**config.mk**
```make
export PLATFORM = sky130hd
export DESIGN_NAME = sp_ram_fifo_ctrl
export DESIGN_NICKNAME = d
export VERILOG_FILES = /design/src/rtl/sp_ram_fifo_ctrl.sv
export SDC_FILE = /design/constraint.sdc
export NUM_CORES = 1
export LEC_CHECK = 0
export ABC_AREA = 1
export BUFFER_PORTS_ARGS = -buffer_cell sky130_fd_sc_hd__clkbuf_2
export CAP_MARGIN = 10
export CORE_MARGIN = 5
export CORE_UTILIZATION = 43
export DETAILED_ROUTE_END_ITERATION = 10
export HOLD_SLACK_MARGIN = 0.08
export PLACE_DENSITY = 0.69
export SETUP_SLACK_MARGIN = 0.1
export SYNTH_ARGS = -nofsm -noshare
export SYNTH_HDL_FRONTEND = slang
export SYNTH_SLANG_ARGS = --single-unit
export TNS_END_PERCENT = 20
```
**constraint.sdc**
```tcl
create_clock -name clk -period 5.5 [get_ports clk]
set_input_delay 1.1 -clock clk [delete_from_list [all_inputs] [get_ports clk]]
set_output_delay 1.1 -clock clk [all_outputs]
set_load 0.005 [all_outputs]
```
**src/rtl/sp_ram_fifo_ctrl.sv**
```systemverilog
// ---------------------------------------------------------------------------
// sp_ram_fifo_ctrl
//
// Synchronous FIFO controller that drives a single-port RAM (sp_ram_model).
// The RAM port does at most one access per cycle, either a read or a write.
// Reads take priority over writes.
//
// The RAM has a 1-cycle read latency. A 3-entry output queue prefetches
// data ahead of the consumer to hide that latency. When the RAM and the
// read pipe are both empty, a push goes straight into the output queue
// (bypass). Total capacity is DEPTH+3 entries.
//
// Ports
//   clk        : clock, rising edge
//   rst        : asynchronous, active-high reset
//   in_valid   : push request
//   in_ready   : push accept (depends on registered state only)
//   in_data    : push data
//   out_valid  : head entry valid
//   out_ready  : pop request
//   out_data   : head entry data
//   ram_en     : RAM enable
//   ram_wen    : RAM write enable (ram_en && !ram_wen is a read)
//   ram_addr   : RAM address
//   ram_din    : RAM write data
//   ram_dout   : RAM read data, valid the cycle after a read is issued
//   count      : entries held = RAM entries + pending read + output queue
// ---------------------------------------------------------------------------
module sp_ram_fifo_ctrl #(
    parameter int unsigned WIDTH = 8,
    parameter int unsigned DEPTH = 8
) (
    input  logic                         clk,
    input  logic                         rst,
    input  logic                         in_valid,
    output logic                         in_ready,
    input  logic [WIDTH-1:0]             in_data,
    output logic                         out_valid,
    input  logic                         out_ready,
    output logic [WIDTH-1:0]             out_data,
    output logic                         ram_en,
    output logic                         ram_wen,
    output logic [$clog2(DEPTH)-1:0]     ram_addr,
    output logic [WIDTH-1:0]             ram_din,
    input  logic [WIDTH-1:0]             ram_dout,
    output logic [$clog2(DEPTH+4)-1:0]   count
);

    localparam int unsigned AW = $clog2(DEPTH);
    localparam int unsigned CW = $clog2(DEPTH + 4);

    localparam logic [AW-1:0] PTR_LAST = AW'(DEPTH - 1);
    localparam logic [CW-1:0] RAM_FULL = CW'(DEPTH);

    // -----------------------------------------------------------------------
    // State
    // -----------------------------------------------------------------------
    logic [AW-1:0]    wr_ptr_q,  wr_ptr_d;
    logic [AW-1:0]    rd_ptr_q,  rd_ptr_d;
    logic [CW-1:0]    ram_cnt_q, ram_cnt_d;
    logic             rd_pend_q, rd_pend_d;
    logic [1:0]       occ_q,     occ_d;
    logic [WIDTH-1:0] oq_q [3];
    logic [WIDTH-1:0] oq_d [3];

    // -----------------------------------------------------------------------
    // Per-cycle decisions, all derived from registered state
    // -----------------------------------------------------------------------
    logic [2:0]       rd_slots;
    logic             rd_issue;
    logic             bypass_ok;
    logic             push;
    logic             pop;
    logic             ram_write;
    logic             byp_push;
    logic             append;
    logic [WIDTH-1:0] app_data;
    logic [1:0]       tail;

    always_comb begin
        // A read may only be issued if the output queue has room for it
        // once the already-pending read has landed.
        rd_slots  = {1'b0, occ_q} + {2'b00, rd_pend_q};
        rd_issue  = (ram_cnt_q != '0) && (rd_slots < 3'd3);

        // Bypass keeps FIFO order only when nothing older sits in the RAM
        // or in the read pipe.
        bypass_ok = (ram_cnt_q == '0) && !rd_pend_q && (occ_q != 2'd3);

        in_ready  = bypass_ok || (!rd_issue && (ram_cnt_q < RAM_FULL));
        push      = in_valid && in_ready;
        pop       = (occ_q != 2'd0) && out_ready;

        ram_write = push && !bypass_ok;
        byp_push  = push && bypass_ok;

        // bypass_ok implies !rd_pend_q, so at most one source appends.
        append    = byp_push || rd_pend_q;
        app_data  = rd_pend_q ? ram_dout : in_data;

        // Tail slot after this cycle's pop has shifted the queue.
        tail      = occ_q - {1'b0, pop};
    end

    // -----------------------------------------------------------------------
    // Next-state logic
    // -----------------------------------------------------------------------
    always_comb begin
        wr_ptr_d  = wr_ptr_q;
        rd_ptr_d  = rd_ptr_q;
        ram_cnt_d = ram_cnt_q;
        rd_pend_d = rd_issue;
        occ_d     = occ_q + {1'b0, append} - {1'b0, pop};
        for (int unsigned i = 0; i < 3; i++) begin
            oq_d[i] = oq_q[i];
        end

        // Pointers wrap explicitly so DEPTH need not be a power of two.
        if (ram_write) begin
            wr_ptr_d = (wr_ptr_q == PTR_LAST) ? '0 : wr_ptr_q + AW'(1);
        end
        if (rd_issue) begin
            rd_ptr_d = (rd_ptr_q == PTR_LAST) ? '0 : rd_ptr_q + AW'(1);
        end

        // ram_write and rd_issue are mutually exclusive.
        if (ram_write) begin
            ram_cnt_d = ram_cnt_q + CW'(1);
        end else if (rd_issue) begin
            ram_cnt_d = ram_cnt_q - CW'(1);
        end

        // Pop shifts the queue towards the head, then the append lands at
        // the post-shift tail so both can happen on the same edge.
        if (pop) begin
            oq_d[0] = oq_q[1];
            oq_d[1] = oq_q[2];
        end
        if (append) begin
            case (tail)
                2'd0:    oq_d[0] = app_data;
                2'd1:    oq_d[1] = app_data;
                default: oq_d[2] = app_data;
            endcase
        end
    end

    // -----------------------------------------------------------------------
    // State registers
    // -----------------------------------------------------------------------
    always_ff @(posedge clk or posedge rst) begin
        if (rst) begin
            wr_ptr_q  <= '0;
            rd_ptr_q  <= '0;
            ram_cnt_q <= '0;
            rd_pend_q <= 1'b0;
            occ_q     <= '0;
            for (int unsigned i = 0; i < 3; i++) begin
                oq_q[i] <= '0;
            end
        end else begin
            wr_ptr_q  <= wr_ptr_d;
            rd_ptr_q  <= rd_ptr_d;
            ram_cnt_q <= ram_cnt_d;
            rd_pend_q <= rd_pend_d;
            occ_q     <= occ_d;
            for (int unsigned i = 0; i < 3; i++) begin
                oq_q[i] <= oq_d[i];
            end
        end
    end

    // -----------------------------------------------------------------------
    // Outputs
    // -----------------------------------------------------------------------
    always_comb begin
        out_valid = (occ_q != 2'd0);
        out_data  = oq_q[0];
        ram_en    = rd_issue || ram_write;
        ram_wen   = ram_write;
        ram_addr  = rd_issue ? rd_ptr_q : wr_ptr_q;
        ram_din   = in_data;
        count     = ram_cnt_q + CW'(rd_pend_q) + CW'(occ_q);
    end

endmodule

```
# Word-level counts from Yosys, hierarchy flattened
# Cells that the tools add are included.
dict set report op_classes {
  add_sub_neg 10
  magnitude_cmp 2
  eq_ne 4
  n_mux 11
  n_bitwise 1
  reduce_logical 21
}
# operator count
set ops {}
lappend ops {{$mux 8} 4}
lappend ops {{$mux 24} 1}
lappend ops {{$mux 16} 1}
lappend ops {{$mux 3} 3}
lappend ops {{$logic_and 1x1->1} 8}
lappend ops {{$mux 4} 2}
lappend ops {{$add 3x1->3 const B} 2}
lappend ops {{$eq 3x3->1 const B} 2}
lappend ops {{$add 4x1->4} 1}
lappend ops {{$add 4x1->4 const B} 1}
lappend ops {{$add 4x2->4} 1}
lappend ops {{$logic_not 4->1} 1}
lappend ops {{$lt 4x4->1 const B} 1}
lappend ops {{$reduce_bool 2->1} 2}
lappend ops {{$reduce_bool 4->1} 1}
lappend ops {{$sub 2x1->2} 2}
lappend ops {{$sub 4x1->4 const B} 1}
lappend ops {{$add 2x1->3} 1}
lappend ops {{$logic_not 1->1} 3}
lappend ops {{$logic_or 1x1->1} 3}
lappend ops {{$lt 3x2->1 const B} 1}
lappend ops {{$add 2x1->2} 1}
lappend ops {{$eq 2x1->1 const B} 1}
lappend ops {{$logic_not 2->1} 1}
lappend ops {{4 further kinds} 4}
dict set report word_totals {
  ff_bits 37
  input_bits 20
  output_inout_bits 27
}

# Depth between registers and ports, before layout
dict set report depth {
  word_depth 11
  mapped_depth 12
  depth_no_buf 12
}

# Worst setup path after synthesis
# Ideal clock, no wire load.
dict set report synth_path {
  kind {register to output}
  startpoint {register rd_pend_q}
  endpoint {output count[1]}
  arrival_time_ns 1.534
  t_required_ns 4.400
  setup_slack_ns 2.866
  path_stages_with_launch 7
  n_path_buf 2
  path_cell_list {dfrtp_1 buf_4 inv_2 buf_6 fa_1 inv_1 fa_1}
}
dict set report synth_via {
  elab_chain_len 2
}
# element line
set synth_lines {}
lappend synth_lines {{start: declaration} 61} ;# logic rd_pend_q, rd_pend_d;
lappend synth_lines {{start signal: assignment} 165} ;# rd_pend_q <= rd_pend_d;
lappend synth_lines {{$add 4x1->4} 183} ;# count = ram_cnt_q + CW'(rd_pend_q) + CW'(occ_q);
lappend synth_lines {{$add 4x2->4} 183}
lappend synth_lines {{end: declaration} 46} ;# output logic [$clog2(DEPTH+4)-1:0] count
# No other way between the ends.

# Final worst setup path
dict set report layout_path {
  startpoint {register rd_pend_q}
  endpoint {output ram_addr[2]}
}
dict set report layout_via {
  elab_chain_len 4
}
# element line
set layout_lines {}
lappend layout_lines {{$add 2x1->3} 83} ;# rd_slots = {1'b0, occ_q} + {2'b00, rd_pend_q};
lappend layout_lines {{$lt 3x2->1} 84} ;# rd_issue = (ram_cnt_q != '0) && (rd_slots < 3'd3);
lappend layout_lines {{$logic_and 1x1->1} 84}
lappend layout_lines {{net rd_issue} 70} ;# logic rd_issue;
lappend layout_lines {{$mux 3} 181} ;# ram_addr = rd_issue ? rd_ptr_q : wr_ptr_q;
lappend layout_lines {{end: declaration} 43} ;# output logic [$clog2(DEPTH)-1:0] ram_addr,
# The timed path passes the listed nets, and every way through them passes these cells.

==> impl_metrics.json <==
{
  "switching_power_mw": 0.843,
  "fraction_of_the_yosys_area_taken_by_sequential_cells": 0.386,
  "buffers_added_on_ports": 46,
  "layout.cells.most_common": "sky130_fd_sc_hd__nand2_1",
  "rows": 27,
  "netlist_instances": 284,
  "type_of_origin_of_the_critical_path": "flip-flop",
  "wirelength_um": 4430,
  "via_count_of_the_first_global_routing_pass": 1714,
  "route.antenna.remaining_nets": 0,
  "grt_setup_unrepaired": "false",
  "dr.first_iter.drc_count": 79,
  "power-per-cell-area_nw_per_um2": 678,
  "hold_path_class": "reg -> reg",
  "avgSynthCellArea_sq_um": 8.45,
  "timing.reg2reg.worst_path_depth": 8,
  "syn_nets": 319,
  "post_cts.repair.setup_buffers": 0,
  "critPathCaptureType": "primary output",
  "p_total_mw": 1.79,
  "postPlaceCellArea_sq_um": 2540,
  "power_leakage_nw": 1.42,
  "clock.fmax_ghz": 0.300,
  "timing.setup.tns_ns": 0,
  "worstHoldEndpoint": "oq_q[7]",
  "final_max_slew_viol_count": 0,
  "nets": 350,
  "swShare": 0.471,
  "clock_tree_from_tritoncts": "done",
  "hold_viol_final": 0,
  "internal-power_mw": 0.947,
  "post_cts_resize_count": 0,
  "clockBufferDepth": 2,
  "syn-cell-area_sq_um": 2400,
  "layout_min_cycle_time_ns": 3.33,
  "worst-slew-pin-transition_ns": 0.504,
  "fillers": 564,
  "final.hold.worst_slack_ns": 0.514,
  "pwr-share-seq": 0.294,
  "grt_first_pass_wirelength_um": 7910,
  "drt_first_pass_iters": 4,
  "worst_ep_arrival_time_ns": 2.23,
  "ys_types": 35,
  "yosys_register_bits": 37,
  "post_route_cells_drive_above_1_share": 0.291,
  "clock_sinks": 37,
  "numCtsBuffers": 5,
  "flow.area_growth_from_synthesis_pct": 10.1,
  "cp_max_fo": 11,
  "worstSkewPairLatency_ns": 0.29,
  "pin_count_of_the_biggest_net_entering_global_routing": 38,
  "report.final.setup_viol": 0,
  "ctsHtreeMaxLevel": 2,
  "clock_power_share": 0.116,
  "outcome": "complete, no violations",
  "post-dp-hpwl_um": 3370,
  "drv.max_cap_violation_count": 0,
  "grt_antenna_before_repair": 0,
  "finClkSkew_ns": 0.00556,
  "diodes_inserted": 0,
  "comb_power_share": 0.589,
  "worstReg2RegEnd": "oq_q[14]",
  "synth.yosys.warnings": 0,
  "die_area_sq_um": 7170,
  "worstSetupPathType": "reg -> out",
  "placeableCoreArea_sq_um": 5470,
  "layout_worst_path_cycle_share": 0.605,
  "worstHoldStart": "oq_q[7]",
  "vias_per_cell": 4.68,
  "routed_wire_length_per_instance_um": 11.4,
  "final_cell_mix": "sky130_fd_sc_hd__nand2_1, sky130_fd_sc_hd__clkbuf_2, sky130_fd_sc_hd__dfrtp_1",
  "ir_worst_vdd_v": 0.000422,
  "floorplan.initialDensity": 0.439,
  "finalWeightedCongestion": 0.793,
  "routed-via-count": 1816,
  "final_area_sq_um": 2640,
  "clkSlewWorstSetupHoldPaths_ns": 0.07,
  "dieHeight_um": 84.7,
  "cts-hold-fix-buffers": 0,
  "dieWidth_um": 84.7,
  "gr-total-overflow": 0,
  "io_pins": 47,
  "holdPathStages": 2,
  "reg2reg_setup_slack_ns": 2.87,
  "track_usage": 0.134,
  "detail_route.drc_violations": 0,
  "timing.max_slew.rel_slack": 0.663,
  "worstPathRequired_ns": 4.40,
  "rr_startpoint": "occ_q[1]",
  "clock_root_buffer": "sky130_fd_sc_hd__clkbuf_8"
}
Yosys cell counts, drive strengths merged:
| library cell | instances | area (sq um) |
|---|---|---|
| ha | 12 | 150 |
| o21ai | 39 | 259 |
| inv | 34 | 130 |
| nand3 | 7 | 52.6 |
| o21a | 1 | 7.51 |
| xnor2 | 3 | 33.8 |
| buf | 23 | 186 |
| nor2 | 8 | 63.8 |
| o21bai | 1 | 7.51 |
| nand2 | 104 | 413 |
| dfrtp | 37 | 926 |
| o211ai | 1 | 7.51 |
| fa | 3 | 60.1 |
| clkinv | 1 | 3.75 |
| nand4 | 2 | 27.5 |
| xor2 | 4 | 35.0 |
| nand3b | 1 | 20.0 |
| a21oi | 2 | 10.0 |
| or2 | 1 | 6.26 |
power by group through the flow:
stage | Combinational [mW] | Clock, mW | Sequential (mW)
after floorplan | 0.907 | 0 | 0.496
after CTS | 1.08 | 0.215 | 0.528
after global placement | 1.05 | 0 | 0.529
final | 1.06 | 0.208 | 0.527
after detailed placement | 1.07 | 0 | 0.533
after global routing | 1.23 | 0.227 | 0.546
per-layer routing:
metal	wire length [um]	vias up	GRT usage	share of wire
met1	2240	840	0.190	0.51
met4	54	0	0.0388	0.012
met5	0	-	0	0
met2	1950	34	0.204	0.44
met3	184	6	0.0343	0.042
li1	-	936	-	-
sequential cells by signal, indices dropped and copies added (netlist names):
| signal | cells |
|---|---|
| occ_q | 2 |
| rd_ptr_q | 3 |
| wr_ptr_q | 3 |
| rd_pend_q | 1 |
| out_data | 8 |
| ram_cnt_q | 4 |
| oq_q | 16 |
through the flow:
stage | std cells | utilization | setup WS, ns
finish | 388 | 0.483 | 2.17
detailed placement | 380 | 0.464 | 2.46
CTS | 388 | 0.483 | 2.14
global route | 388 | 0.483 | 1.92
global placement | 380 | 0.464 | 2.47
floorplan | 284 | - | 2.87
kinds of logic after synthesis:
family          share of synthesized area
compound gates                      0.121
flops                               0.386
simple gates                        0.243
buf+inv                             0.133
fa+ha+maj                          0.0876
xor+xnor                           0.0287
worst max path at each step:
stage	slack, ns	cells past startpoint	endpoint	start
after global routing	1.92	7	ram_addr[2]	rd_pend_q
after CTS	2.14	7	ram_addr[2]	rd_pend_q
final	2.17	7	ram_addr[2]	rd_pend_q
after detailed placement	2.46	7	ram_addr[2]	rd_pend_q
after floorplan	2.87	6	count[1]	rd_pend_q
after global placement	2.47	7	ram_addr[0]	rd_pend_q
worst max-delay path, stage by stage (launching register included):
cell	delay, ns
sky130_fd_sc_hd__dfrtp_1	0.53
sky130_fd_sc_hd__ha_1	0.28
sky130_fd_sc_hd__ha_1	0.26
sky130_fd_sc_hd__a21oi_1	0.07
sky130_fd_sc_hd__nand2_2	0.19
sky130_fd_sc_hd__clkinv_1	0.26
sky130_fd_sc_hd__o21ai_0	0.22
sky130_fd_sc_hd__clkbuf_2	0.14
area by class of cell:
type                    instances  area [sq um]  share of cell area
clock buffers                   7          96.3              0.0365
clock inverters                 1          5.00             0.00189
inverters                      35           134              0.0507
multi-input cells             189          1150               0.437
flip-flops and latches         37           926               0.350
well taps                      72          90.1              0.0341
repair buffers                 47           238              0.0900
No activity file was read; power rests on OpenSTA's default activity.
